## config.mk

```make
export PLATFORM = sky130hd
export DESIGN_NAME = cbu_arbiter
export DESIGN_NICKNAME = d
export VERILOG_FILES = /design/src/rtl/cbu_arbiter.sv
export SDC_FILE = /design/constraint.sdc
export NUM_CORES = 1
export LEC_CHECK = 0
export CELL_PAD_IN_SITES_DETAIL_PLACEMENT = 1
export CELL_PAD_IN_SITES_GLOBAL_PLACEMENT = 2
export CORE_MARGIN = 2
export CORE_UTILIZATION = 21
export DETAILED_ROUTE_END_ITERATION = 16
export GPL_ROUTABILITY_DRIVEN = 1
export GPL_TIMING_DRIVEN = 0
export PLACE_DENSITY_LB_ADDON = 0.1
export SKIP_CTS_REPAIR_TIMING = 1
export SLEW_MARGIN = 20
export SYNTH_ARGS = -nofsm -noshare
export SYNTH_HDL_FRONTEND = slang
export SYNTH_SLANG_ARGS = --single-unit
```

## constraint.sdc

```tcl
create_clock -name clk -period 1.5 [get_ports clk]
set_clock_uncertainty 0.05 [all_clocks]
set_input_delay 0.225 -clock clk [delete_from_list [all_inputs] [get_ports clk]]
set_output_delay 0.225 -clock clk [all_outputs]
set_load 0.05 [all_outputs]
```

## src/rtl/cbu_arbiter.sv

```systemverilog
// Round-robin arbiter sharing one CBU between two requesters.
// It locks the CBU for count instructions and routes each result beat back to its issuer.
module cbu_arbiter #(
    parameter int unsigned CBU_LAT   = 2,
    parameter int unsigned COUNT_LEN = 16
) (
    input  logic       clk,
    input  logic       rst,
    input  logic       req0,
    input  logic       req1,
    output logic       gnt0,
    output logic       gnt1,
    input  logic [8:0] instr0,
    input  logic [8:0] instr1,
    input  logic [3:0] a0,
    input  logic [3:0] a1,
    input  logic [3:0] b0,
    input  logic [3:0] b1,
    output logic       rvalid0,
    output logic       rvalid1,
    output logic [3:0] rdata,
    output logic       busy,
    output logic [8:0] cbu_in,
    output logic [3:0] cbu_a,
    output logic [3:0] cbu_b,
    input  logic [3:0] cbu_out
);
    localparam int unsigned CNT_W = (COUNT_LEN > 2) ? $clog2(COUNT_LEN) : 1;

    typedef enum logic [0:0] {StIssue, StLock} state_e;

    state_e           r_state, w_state_nxt;
    logic [CNT_W-1:0] r_cnt, w_cnt_nxt;
    logic             r_last, w_last_nxt;
    logic             r_owner, w_owner_nxt;
    logic [8:0]       r_in, w_in_nxt;
    logic [3:0]       r_a, w_a_nxt;
    logic [3:0]       r_b, w_b_nxt;
    // Stage 0 travels alongside the cbu_in register; the last stage lines up with cbu_out.
    logic [CBU_LAT:0] r_tag_v, r_tag_id;
    logic             w_tag_v, w_tag_id;

    logic             w_win1, w_xfer, w_is_count;
    logic [8:0]       w_instr;
    logic [3:0]       w_a, w_b;

    // r_last holds the id granted most recently; the other side wins a tie.
    assign w_win1     = req1 & (~req0 | ~r_last);
    assign w_instr    = w_win1 ? instr1 : instr0;
    assign w_a        = w_win1 ? a1 : a0;
    assign w_b        = w_win1 ? b1 : b0;
    assign w_is_count = (w_instr[8:6] == 3'b101) | (w_instr[8:6] == 3'b110);
    assign w_xfer     = (r_state == StIssue) & (req0 | req1);

    always_comb begin
        w_state_nxt = r_state;
        w_cnt_nxt   = r_cnt;
        w_last_nxt  = r_last;
        w_owner_nxt = r_owner;
        w_in_nxt    = 9'd0;
        w_a_nxt     = 4'd0;
        w_b_nxt     = 4'd0;
        w_tag_v     = 1'b0;
        w_tag_id    = 1'b0;
        case (r_state)
            StIssue: begin
                if (w_xfer) begin
                    w_in_nxt   = w_instr;
                    w_a_nxt    = w_a;
                    w_b_nxt    = w_b;
                    w_tag_v    = 1'b1;
                    w_tag_id   = w_win1;
                    w_last_nxt = w_win1;
                    if (w_is_count && COUNT_LEN > 1) begin
                        w_state_nxt = StLock;
                        w_cnt_nxt   = CNT_W'(COUNT_LEN - 1);
                        w_owner_nxt = w_win1;
                    end
                end
            end
            StLock: begin
                w_in_nxt  = r_in;
                w_a_nxt   = r_a;
                w_b_nxt   = r_b;
                w_tag_v   = 1'b1;
                w_tag_id  = r_owner;
                w_cnt_nxt = r_cnt - CNT_W'(1);
                if (r_cnt == CNT_W'(1)) begin
                    w_state_nxt = StIssue;
                end
            end
            default: w_state_nxt = StIssue;
        endcase
    end

    always_ff @(posedge clk or negedge rst) begin
        if (!rst) begin
            r_state  <= StIssue;
            r_cnt    <= '0;
            r_last   <= 1'b1;
            r_owner  <= 1'b0;
            r_in     <= 9'd0;
            r_a      <= 4'd0;
            r_b      <= 4'd0;
            r_tag_v  <= '0;
            r_tag_id <= '0;
        end else begin
            r_state  <= w_state_nxt;
            r_cnt    <= w_cnt_nxt;
            r_last   <= w_last_nxt;
            r_owner  <= w_owner_nxt;
            r_in     <= w_in_nxt;
            r_a      <= w_a_nxt;
            r_b      <= w_b_nxt;
            r_tag_v  <= {r_tag_v[CBU_LAT-1:0], w_tag_v};
            r_tag_id <= {r_tag_id[CBU_LAT-1:0], w_tag_id};
        end
    end

    assign gnt0    = rst & (r_state == StIssue) & req0 & ~w_win1;
    assign gnt1    = rst & (r_state == StIssue) & w_win1;
    assign busy    = (r_state == StLock);
    assign rvalid0 = rst & r_tag_v[CBU_LAT] & ~r_tag_id[CBU_LAT];
    assign rvalid1 = rst & r_tag_v[CBU_LAT] & r_tag_id[CBU_LAT];
    assign rdata   = cbu_out;
    assign cbu_in  = r_in;
    assign cbu_a   = r_a;
    assign cbu_b   = r_b;

endmodule

```

=== Word-level counts from Yosys, hierarchy flattened ===
Cells that the tools add are included.

* Flip-flop bits (word level): 30
* Output and inout bits: 26

* Add/subtract/negate cells: 1
* Equality and inequality tests: 5
* Multiplexer cells: 20
* Bitwise operators: 17
* Reduce and logical (&&, ||, !) cells: 3

{| class="wikitable"
|+ Operators with widths
! cell !! number
|-
| 4-bit 2-to-1 mux || 8
|-
| 9-bit 2-to-1 mux || 3
|-
| 1-bit bitwise AND || 9
|-
| 4-bit one-hot mux with 2 select lines || 1
|-
| 3-bit equality test (second input constant) || 2
|-
| 1-bit one-hot mux with 2 select lines || 3
|-
| 1-bit 2-to-1 mux || 5
|-
| 1-bit NOT || 5
|-
| 4-bit by 1-bit equality test with 1-bit output (second input constant) || 1
|-
| 2-bit != test (second input constant) || 2
|-
| 2-bit AND reduction || 2
|-
| 4-bit by 1-bit subtractor with 4-bit output (second input constant) || 1
|-
| 1-bit bitwise OR || 3
|-
| 3-bit AND reduction || 1
|}

=== Depth between registers and ports, before layout ===
* Depth after elaboration: 9
* Depth in mapped cells: 4
* Mapped depth without buffers: 4

=== Least setup slack after synthesis ===
No wires, ideal clock.

* Path type: register to output
* Start point: reg r_state, in the netlist busy
* End point: out gnt0
* Arrival time: 2.543 ns
* Slack: -1.318 ns
* Cell stages (with the launch flop): 3
* Buffers on the path: 1
* Cells stage by stage: dfrtp_1 clkbuf_1 nor4b_1

* Word-level cells in the longest chain between the ends: 4

{| class="wikitable"
|+ RTL lines
! element !! line !! RTL
|-
| start: declaration || 32 || <nowiki>state_e r_state, w_state_nxt;</nowiki>
|-
| start signal: assignment || 98 || <nowiki>r_state <= StIssue;</nowiki>
|-
| start signal: assignment || 108 || <nowiki>r_state <= w_state_nxt;</nowiki>
|-
| 1-bit NOT (no source line) || n/a ||
|-
| 1-bit bitwise AND (3 in a row) || 120 || <nowiki>assign gnt0 = rst & (r_state == StIssue) & req0 & ~w_win1;</nowiki>
|-
| end: declaration || 11 || <nowiki>output logic gnt0,</nowiki>
|}

No other way between the ends.

=== Worst setup path in the final report ===
* Start point: reg r_last
* End point: out gnt0

* Word-level cells in the longest chain between the ends: 5

{| class="wikitable"
|+ RTL lines
! element !! line !! RTL
|-
| start: declaration || 34 || <nowiki>logic r_last, w_last_nxt;</nowiki>
|-
| start signal: assignment || 110 || <nowiki>r_last <= w_last_nxt;</nowiki>
|-
| 1-bit NOT || 48 || <nowiki>assign w_win1 = req1 & (~req0 | ~r_last);</nowiki>
|-
| 1-bit bitwise OR || 48 ||
|-
| 1-bit bitwise AND || 48 ||
|-
| 1-bit NOT || 120 ||
|-
| 1-bit bitwise AND || 120 ||
|}

No other way between the ends.

==> impl_results.md <==
- RR Endpoint: r_owner$_DFFE_PN0P_
- Layout cells sized above 1: 0.207
- Max_slew headroom: 0.656
- Final worst-path cycle share: 1.19
- Via density: 4.39
- Asr flop ratio synth: 1.00
- I/O pin count: 68
- WP data required: 1220 ps
- Syn-to-layout area delta: 73.3%
- Number of distinct library cells after synthesis: 31
- HP Class: in -> reg
- Worst-path clk slew: 60 ps
- Die Y: 85.6 um
- Syn avg cell area: 11.3 um^2
- Fillers: 715
- Final critical-path required period: 1780 ps
- Syn Inst Count: 124
- DRC violations left: 0
- Final net count: 246
- CP endpoint: gnt0
- Critical path endpoint category: output pin
- CP startpoint kind: register
- FF-to-FF path depth: 5
- Setup TNS: -626 ps
- H-tree depth: 2
- Max Root-Sink Buffers: 2
- RSZ-0062 raised after global routing: yes
- Largest family of logic cells by synthesized area: multiplexers
- Max Clock Freq: 562 MHz
- RD Place Congestion: 0.733
- WL/cell: 14.6 um
- Total number of vias: 1228
- First-pass GRT wire length: 6430 um
- Post-synthesis compound-gate area fraction: 0.123
- Adder-cell area share of the yosys netlist: 0.0179
- CP Class: reg -> out
- Seq/Total Area, Yosys: 0.538
- Initial Util: 0.219
- Post-synthesis mux area share: 0.158
- Design Area, Final: 2420 um^2
- Pleak: 1.28 nW
- Switching power: 1.99 mW
- Net Count, Synth: 168
- CORE AREA: 6390 um^2
- Worst-Skew Late Latency: 270 ps
- Comb pwr share: 0.544
- Die ar.: 7320 um^2
- Worst Tran Pin Value: 516 ps
- CP arrival: 1510 ps
- Worst setup path start: r_last$_DFFE_PN1P_
- XOR/XNOR share of the synthesized area: 0.0251
- Starting DRT DRC Count: 33
- Hpwl dp: 2960 um
- Total congestion overflow: 0
- Max-Cap Viols: 0
- IO Port Bufs: 63
- Worst Hold Depth: 2
- Number of global-route vias before repair: 1345
- Reg2reg setup slack: -120 ps
- Mapped cell area: 1400 um^2
- Clock power frac: 0.148
- CTS sink cnt: 30
- Flop pwr share: 0.308
- Share of the synthesized area in the top cell type: 0.519
- Most frequent cell after synthesis: dfrtp_1
- Final setup violation count: 6
- Cell row count: 29
- Final worst slack: -280 ps
- Yosys Warn Count: 0
- Inserted Clock Buffers: 5
- Routed Antenna Nets: 0
- Main synth FF type: dfrtp_1
- Internal: 2.46 mW
- Area share of and/or/nand/nor cells after synthesis: 0.0833
- GRT Total Usage: 0.112
- CP Max Fanout: 6
- Max-slew violation count: 0
- Pre-CTS WS: -1010 ps
- Antenna Cells: 0
- Pwr/cell area: 1840 nW/um^2
- Failing checks: negative setup slack
- Peak VDD IR: 0.767 mV
- Cell accounting for the most synthesized area: dfrtp_1
- DRT Wirelength: 4090 um
- Number of flops mapped to enable cells by yosys: 0
- CTS tree: yes
- Commonest cells post-synth: dfrtp_1 (29), mux2i_1 (17), nand2_1 (17), o21ai_0 (10), o21ai_1 (8)
- DP Area: 2170 um^2
- DRT Pass-1 Iters: 2
- Die width: 85.6 um
- Top cells by area, synth: dfrtp_1 (52%), mux2i_1 (12%), nand2_1 (4.6%), o21ai_0 (3.6%), o21ai_1 (2.9%)
- Sw frac: 0.448
- Total power: 4.45 mW
- Clock Tree Root: clkbuf_8
- Synthesized flop and latch total: 30
- Final count of hold timing violations: 0
- Largest net degree at the start of global routing: 31
- Status: complete, but fails checks
- Crit Reg-Reg Startpoint: r_last$_DFFE_PN1P_
- Worst Hold Launch: req1
- Initial antenna violation count: 0
## through the flow
stage	std cells	utilization	hold WS, ps
detailed placement	265	0.340	16.5
global route	280	0.379	269
CTS	273	0.355	-282
global placement	264	0.338	282
finish	280	0.379	245
floorplan	124	-	-121
## cells in the final DEF (no fill, tap or decap), drive strengths merged, types with 3 or more instances in the layout
| cell type | count |
|---|---|
| nand2 | 17 |
| inv | 5 |
| dfrtp | 29 |
| o21ai | 18 |
| dlymetal6s2s | 20 |
| clkbuf | 13 |
| xnor2 | 4 |
| clkdlybuf4s50 | 38 |
| buf | 15 |
| mux2 | 3 |
| mux2i | 18 |
## registers in the layout, indices dropped and copies added (netlist names)
register  count
r_tag_id      3
cbu_in        9
r_owner       1
r_last        1
r_tag_v       3
cbu_a         4
r_cnt         4
cbu_b         4
busy          1
## critical path: stages (launching register included)
cell      delay [ps]
dfstp_2          560
a21boi_4          70
buf_8            140
nor4b_4          260
buf_6            190
## metal layers
layer	vias to the layer above	track usage	part of all wire
li1	582	-	-
met3	4	0.0318	0.043
met4	0	0.0390	0.013
met5	-	0	0
met2	38	0.195	0.51
met1	604	0.132	0.43
## cells by family (layout without fill, tap and decap cells)
logic type / after synthesis / after routing
fa+ha+maj: 2 / 2
simple gates: 25 / 25
compound gates: 27 / 27
mux: 21 / 21
xor+xnor: 4 / 4
buf+inv: 15 / 94
flops: 30 / 30
## power by group through the flow
stage	combinational, mW	clock, mW	sequential, mW
after detailed placement	2.38	0	1.39
after global routing	2.62	0.726	1.42
after CTS	2.39	0.686	1.38
after floorplan	0.843	0	2.08
after global placement	2.32	0	1.38
final	2.43	0.658	1.37
## worst min path at each step
stage / to / slack, ps
after detailed placement: cbu_a[3]$_DFFE_PN0N_ / 20
final: r_tag_v[0]$_DFF_PN0_ / 250
after global placement: r_tag_v[2]$_DFF_PN0_ / 280
after floorplan: busy$_DFF_PN0_ / -120
after global routing: r_tag_v[0]$_DFF_PN0_ / 270
after CTS: cbu_a[3]$_DFFE_PN0N_ / -280
## area by class of cell
class / instances / area, um^2 / share of cell area
Buffer: 10 / 80.1 / 0.0331
Sequential cell: 30 / 753 / 0.311
Timing Repair Buffer: 71 / 758 / 0.313
Tap cell: 77 / 96.3 / 0.0398
Clock buffer: 7 / 86.3 / 0.0356
Clock inverter: 1 / 5.00 / 0.00207
Inverter: 5 / 18.8 / 0.00775
Multi-Input combinational cell: 79 / 624 / 0.258
No activity file was read; power rests on OpenSTA's default activity.
